$ cat config.mk
export PLATFORM = sky130hd
export DESIGN_NAME = fetch_unit
export DESIGN_NICKNAME = d
export VERILOG_FILES = /design/src/rtl/fetch_unit_pkg.sv /design/src/rtl/fetch_fifo.sv /design/src/rtl/fetch_unit.sv
export SDC_FILE = /design/constraint.sdc
export NUM_CORES = 1
export LEC_CHECK = 0
export ABC_AREA = 1
export CORE_MARGIN = 4
export CORE_UTILIZATION = 43
export CTS_CLUSTER_SIZE = 16
export DETAILED_ROUTE_END_ITERATION = 10
export GPL_ROUTABILITY_DRIVEN = 0
export PLACE_DENSITY = 0.67
export SLEW_MARGIN = 15
export SYNTH_ARGS = -nofsm -noshare
export SYNTH_HDL_FRONTEND = slang
export SYNTH_SLANG_ARGS = --single-unit
$ cat constraint.sdc
create_clock -name clk -period 5.2 [get_ports clk]
set_input_delay 0.52 -clock clk [delete_from_list [all_inputs] [get_ports clk]]
set_output_delay 0.52 -clock clk [all_outputs]
set_load 0.02 [all_outputs]
$ cat src/rtl/fetch_unit_pkg.sv
// Shared fetch-unit types: buffered fetch entry, decoded field view and FSM states.
package types;

  localparam logic [31:0] RESET_PC_DEFAULT = 32'h0000_0000;
  localparam int unsigned INSTR_BYTES = 4;

  typedef struct packed {
    logic [31:0] instruction;
    logic [31:0] pc;
  } FetchEntry;

  typedef struct packed {
    logic [6:0] funct7;
    logic [4:0] rs2;
    logic [4:0] rs1;
    logic [2:0] funct3;
    logic [4:0] rd;
    logic [6:0] opcode;
  } InstructionDetails;

  typedef enum logic {
    RUN,
    FLUSH
  } FetchState;

  function automatic InstructionDetails decodeFields(input logic [31:0] word);
    return InstructionDetails'(word);
  endfunction

endpackage

$ cat src/rtl/fetch_fifo.sv
// Small circular FIFO with synchronous flush; head data reads as zero while empty.
module fetch_fifo #(
  parameter int WIDTH = 32,
  parameter int DEPTH = 2,
  localparam int CW = $clog2(DEPTH + 1)
) (
  input  logic             rst_async,
  input  logic             clk,
  input  logic             i_flush,
  input  logic             i_push,
  input  logic [WIDTH-1:0] i_pushData,
  input  logic             i_pop,
  output logic [WIDTH-1:0] o_headData,
  output logic [CW-1:0]    o_count,
  output logic             o_empty
);

  localparam int PW = (DEPTH > 1) ? $clog2(DEPTH) : 1;

  logic [WIDTH-1:0] r_mem [DEPTH];
  logic [PW-1:0]    r_rdPtr;
  logic [PW-1:0]    r_wrPtr;
  logic [CW-1:0]    r_count;
  logic             w_full;
  logic             w_doPush;
  logic             w_doPop;

  function automatic logic [PW-1:0] nextPtr(input logic [PW-1:0] p);
    return (p == PW'(DEPTH - 1)) ? '0 : p + 1'b1;
  endfunction

  assign o_empty    = (r_count == '0);
  assign w_full     = (r_count == CW'(DEPTH));
  assign w_doPop    = i_pop && !o_empty;
  // A full FIFO still takes a push when the head leaves in the same cycle.
  assign w_doPush   = i_push && (!w_full || w_doPop);
  assign o_count    = r_count;
  assign o_headData = o_empty ? '0 : r_mem[r_rdPtr];

  always_ff @(posedge clk or posedge rst_async) begin
    if (rst_async) begin
      r_rdPtr <= '0;
      r_wrPtr <= '0;
      r_count <= '0;
    end else if (i_flush) begin
      r_rdPtr <= '0;
      r_wrPtr <= '0;
      r_count <= '0;
    end else begin
      if (w_doPush) r_wrPtr <= nextPtr(r_wrPtr);
      if (w_doPop) r_rdPtr <= nextPtr(r_rdPtr);
      if (w_doPush && !w_doPop) r_count <= r_count + 1'b1;
      else if (!w_doPush && w_doPop) r_count <= r_count - 1'b1;
    end
  end

  always_ff @(posedge clk) begin
    if (w_doPush && !i_flush) r_mem[r_wrPtr] <= i_pushData;
  end

endmodule

$ cat src/rtl/fetch_unit.sv
// Instruction fetch front end: credit-paced requests, in-order PC queue, redirect with response dropping.
// Optional FETCH_TRACE_EN macro prints one line per buffer pop and per redirect.
module fetch_unit
  import types::*;
#(
  parameter logic [31:0] RESET_PC   = RESET_PC_DEFAULT,
  parameter int          FIFO_DEPTH = 2
) (
  input  logic        rst_async,
  input  logic        clk,
  input  logic        redirect_valid,
  input  logic [31:0] redirect_pc,
  input  logic        stall,
  output logic        imem_req_valid,
  output logic [31:0] imem_req_addr,
  input  logic        imem_req_ready,
  input  logic        imem_rsp_valid,
  input  logic [31:0] imem_rsp_data,
  output logic [31:0] instruction,
  output logic        instr_valid,
  output logic [31:0] instr_pc
);

  localparam int CW = $clog2(FIFO_DEPTH + 1);
  localparam logic [CW:0] BUDGET = (CW + 1)'(FIFO_DEPTH);

  FetchState   r_state;
  FetchState   w_stateNext;
  logic [31:0] r_fetchPc;
  logic [CW-1:0] r_dropCount;
  logic [CW-1:0] w_dropNext;
  logic [CW-1:0] w_pcqCount;
  logic [CW-1:0] w_bufCount;
  logic        w_pcqEmpty;
  logic        w_bufEmpty;
  logic [31:0] w_rspPc;
  FetchEntry   w_head;
  FetchEntry   w_pushEntry;
  logic        w_inBudget;
  logic        w_accept;
  logic        w_rspTaken;
  logic        w_rspKeep;
  logic        w_pop;

  // Outstanding requests plus buffered entries never exceed the buffer depth.
  assign w_inBudget     = ({1'b0, w_pcqCount} + {1'b0, w_bufCount}) < BUDGET;
  assign imem_req_valid = !rst_async && !redirect_valid && w_inBudget;
  assign imem_req_addr  = r_fetchPc;
  assign w_accept       = imem_req_valid && imem_req_ready;
  assign w_rspTaken     = imem_rsp_valid && !w_pcqEmpty;
  assign w_rspKeep      = w_rspTaken && (r_state == RUN) && !redirect_valid;
  assign w_pop          = !w_bufEmpty && !stall && !redirect_valid;
  assign w_pushEntry    = '{instruction: imem_rsp_data, pc: w_rspPc};

  assign instruction = w_head.instruction;
  assign instr_pc    = w_head.pc;
  assign instr_valid = !w_bufEmpty;

  always_comb begin
    w_dropNext  = r_dropCount;
    w_stateNext = r_state;
    if (redirect_valid) begin
      w_dropNext  = w_pcqCount - CW'(w_rspTaken);
      w_stateNext = (w_dropNext != '0) ? FLUSH : RUN;
    end else if (w_rspTaken && (r_dropCount != '0)) begin
      w_dropNext = r_dropCount - 1'b1;
      if (w_dropNext == '0) w_stateNext = RUN;
    end
  end

  always_ff @(posedge clk or posedge rst_async) begin
    if (rst_async) begin
      r_state     <= RUN;
      r_fetchPc   <= RESET_PC;
      r_dropCount <= '0;
    end else begin
      r_state     <= w_stateNext;
      r_dropCount <= w_dropNext;
      if (redirect_valid) r_fetchPc <= redirect_pc;
      else if (w_accept) r_fetchPc <= r_fetchPc + 32'(INSTR_BYTES);
    end
  end

  fetch_fifo #(
    .WIDTH($bits(FetchEntry)),
    .DEPTH(FIFO_DEPTH)
  ) u_instrBuf (
    .rst_async (rst_async),
    .clk       (clk),
    .i_flush   (redirect_valid),
    .i_push    (w_rspKeep),
    .i_pushData(w_pushEntry),
    .i_pop     (w_pop),
    .o_headData(w_head),
    .o_count   (w_bufCount),
    .o_empty   (w_bufEmpty)
  );

  // The PC queue is never flushed: dropped responses still retire their PC in order.
  fetch_fifo #(
    .WIDTH(32),
    .DEPTH(FIFO_DEPTH)
  ) u_pcQueue (
    .rst_async (rst_async),
    .clk       (clk),
    .i_flush   (1'b0),
    .i_push    (w_accept),
    .i_pushData(r_fetchPc),
    .i_pop     (w_rspTaken),
    .o_headData(w_rspPc),
    .o_count   (w_pcqCount),
    .o_empty   (w_pcqEmpty)
  );

`ifdef FETCH_TRACE_EN
  always_ff @(posedge clk) begin
    if (!rst_async && w_pop) $display("FETCH pc=%h instr=%h", w_head.pc, w_head.instruction);
    if (!rst_async && redirect_valid) $display("FETCH redirect pc=%h drop=%0d", redirect_pc, w_dropNext);
  end
`else
  // Tracing compiled out; cycle behaviour is identical.
`endif

endmodule

==> out/qor.yml <==
cells_and_area:
  regArea_sq_mm: 0.00684
  design_area_sq_mm: 0.0130
  finalNetCount: 1231
  multi_input_area_sq_mm: 0.00293
  antenna_cells: 0
  utilization_pct: 55.5
  syn2layout_area_growth_pct: 27.8
  drive_above_1_share_pct: 7.33
  fillers: 2024
sta:
  max_freq_mhz: 300
  worst_pin_slew_ns: 1.03
  fin_tns_setup_ns: 0
  rsz0062_at_grt: "false"
  skew_ns: 0.00717
  timing.final.hold_violations: 0
  whs_ns: 0.523
  setup_viol: 0
  slew_violations: 0
  slew_headroom_pct: 31.0
  period_share_pct: 64.1
  fin_crit_ns: 3.33
cts:
  cts.path.max_buffers: 3
  cts_num_sinks: 235
  cts_tree: "yes"
  ctsResizeCount: 0
  cts_setup_buffers: 0
  cts_inserted_buffers: 24
  clk_latency_ns: 0.51
  h-tree-depth: 1
  root_buffer: "clkbuf_16"
  path_clk_slew_ns: 0.06
  cts_hold_buf: 0
worst_setup_path:
  rr_worst_depth: 9
  required_ns: 4.68
  critPathLaunchType: "flop"
  reg2reg_to: "u_pcQueue.r_mem[0][13]$_DFFE_PP_"
  r2r_setup_slack_ns: 2.15
  rr_startpoint: "u_pcQueue.o_count[0]$_DFFE_PP0P_"
  crit_type: "flop to primary output"
  cp_max_fo: 46
  worstPathArrival_ns: 2.81
  endpoint_kind: "primary output"
global_routing:
  globalRoute.totalOverflow: 0
  grt_start_max_net_pins: 67
  grt_pass1_wl_um: 37900
  met1_usage_pct: 25.5
  grt_pass1_vias: 7247
  use_met2_pct: 29.0
  grtUsageMet3_pct: 3.45
  busiest_layer: "met2"
  grtUsageTotal_pct: 17.9
  antenna_found_initial: 0
synth:
  yosysUniqueCellTypes: 33
  synth.cell_area_sq_mm: 0.0102
  synth_edf_count: 192
  avgSynthCellArea_sq_um: 10.3
  yosysWarnings: 0
  yosys-top-cells-area: "edfxtp_1, nand2_1, dfrtp_1"
  post-synth-top-count-cell: "nand2_1"
  synthCells: 988
  synth_seq_cells: 235
  ys_async_sr_fraction_pct: 18.3
  ys_seq_area_share_pct: 67.2
  netlist.area_leader.share_pct: 56.7
  synthFlopType: "edfxtp_1"
  synth_common_cells: "nand2_1, edfxtp_1, a21oi_1"
  syn-num-nets: 1064
  synth_top_cell_by_area: "edfxtp_1"
power_and_ir_drop:
  p_per_area_mw_per_mm2: 497
  p_leak_nw: 4.95
  ir_drop_uv: 207
job:
  cap_violations: 0
place:
  dpl_cell_area_sq_mm: 0.0122
  detailed_place_hpwl_um: 15600
  portBuffers: 167
detailed_routing:
  finalWirelength_um: 23800
  drt_pass1_iterations: 7
  via_per_inst: 4.93
  drc: 0
  drtIter0Drc: 492
  drt.antenna.violating_nets: 0
  wire_per_inst_um: 15.9
  num_vias: 7355
floorplanning:
  fp.dieW_um: 162
  die_h_um: 162
  start_util_pct: 43.5
  die-area_sq_mm: 0.0262
  core-area_sq_mm: 0.0234
  std_cell_rows: 56
  ios: 168
worst_hold_path:
  hold_path_class: "input port to asynchronous set/reset pin"
run_status:
  status: "finished clean"
-- cell families (layout without fill, tap and decap cells) --
| group | after synthesis | in the layout | share of synthesized area [%] |
|---|---|---|---|
| compound gates | 134 | 134 | 6.91 |
| xor+xnor | 10 | 10 | 0.861 |
| fa+ha+maj | 6 | 6 | 0.812 |
| buf+inv | 106 | 291 | 4.17 |
| flops | 235 | 235 | 67.2 |
| mux | 1 | 1 | 0.0984 |
| simple gates | 496 | 496 | 19.9 |
-- worst max path at each step --
| stage | startpoint | to | slack, ns | depth (start not counted) |
|---|---|---|---|---|
| after detailed placement | redirect_valid | u_pcQueue.r_mem[1][1]$_DFFE_PP_ | 1.81 | 8 |
| after global placement | redirect_valid | u_pcQueue.r_mem[1][4]$_DFFE_PP_ | 1.87 | 8 |
| final | u_instrBuf.o_count[1]$_DFFE_PP0P_ | instr_pc[1] | 1.87 | 6 |
| after floorplan | redirect_valid | u_instrBuf.r_mem[0][0]$_DFFE_PP_ | 0.93 | 6 |
| after global routing | u_instrBuf.o_count[1]$_DFFE_PP0P_ | instr_pc[1] | 1.64 | 6 |
| after CTS | u_instrBuf.o_count[1]$_DFFE_PP0P_ | instr_pc[7] | 1.82 | 6 |
-- power breakdown --
part	switching [mW]	internal [mW]
logic	1.36	0.816
registers	0.180	2.35
clock network	0.672	1.08
-- worst max-delay path, cell delays in order, from the launching register on --
cell	delay, ns
dfrtp_1	0.42
inv_1	0.09
nand2_1	0.12
inv_2	0.63
buf_4	0.37
a21oi_1	0.07
clkdlybuf4s50_1	0.56
-- sequential cells by signal, indices dropped and copies added (netlist names) --
signal              count
imem_req_addr          32
r_dropCount             2
r_state                 1
u_instrBuf.o_count      2
u_instrBuf.r_mem      128
u_instrBuf.r_rdPtr      1
u_instrBuf.r_wrPtr      1
u_pcQueue.o_count       2
u_pcQueue.r_mem        64
u_pcQueue.r_rdPtr       1
u_pcQueue.r_wrPtr       1
-- metrics by stage --
stage	power, mW	std cells	setup WS, ns
finish	6.46	1492	1.87
global placement	4.72	1448	1.87
floorplan	3.79	988	0.926
CTS	6.52	1492	1.82
global route	6.81	1492	1.64
detailed placement	4.76	1448	1.81
-- cell type report --
type,instances,area share [%]
tap,319,3.07
clock inverter,10,1.11
sequential,235,52.6
multi-input combinational,647,22.5
clock buffer,34,5.07
inverter,66,1.91
timing repair buffer,181,13.7
-- per-layer routing --
layer	part of all wire, %	routed length (um)	up-vias
li1	-	-	3637
met2	45	10800	260
met1	46	11000	3433
met4	1.4	329	0
met3	7.0	1660	25
met5	0	0	-
-- cell usage in the layout (no fill, tap or decap), types with 6 or more instances in the layout --
| master | count |
|---|---|
| dfrtp_1 | 42 |
| nand2_2 | 7 |
| buf_4 | 14 |
| o21ai_1 | 7 |
| nand2_1 | 378 |
| clkbuf_16 | 25 |
| nor2_4 | 8 |
| inv_2 | 11 |
| nand3_1 | 38 |
| inv_1 | 55 |
| edfxtp_1 | 192 |
| clkbuf_1 | 9 |
| nor2_2 | 12 |
| clkdlybuf4s50_1 | 167 |
| o21ai_0 | 14 |
| nor2_1 | 46 |
| o211ai_1 | 7 |
| a21oi_1 | 100 |
| xor2_1 | 6 |
Power figures use the tool's default switching activity.
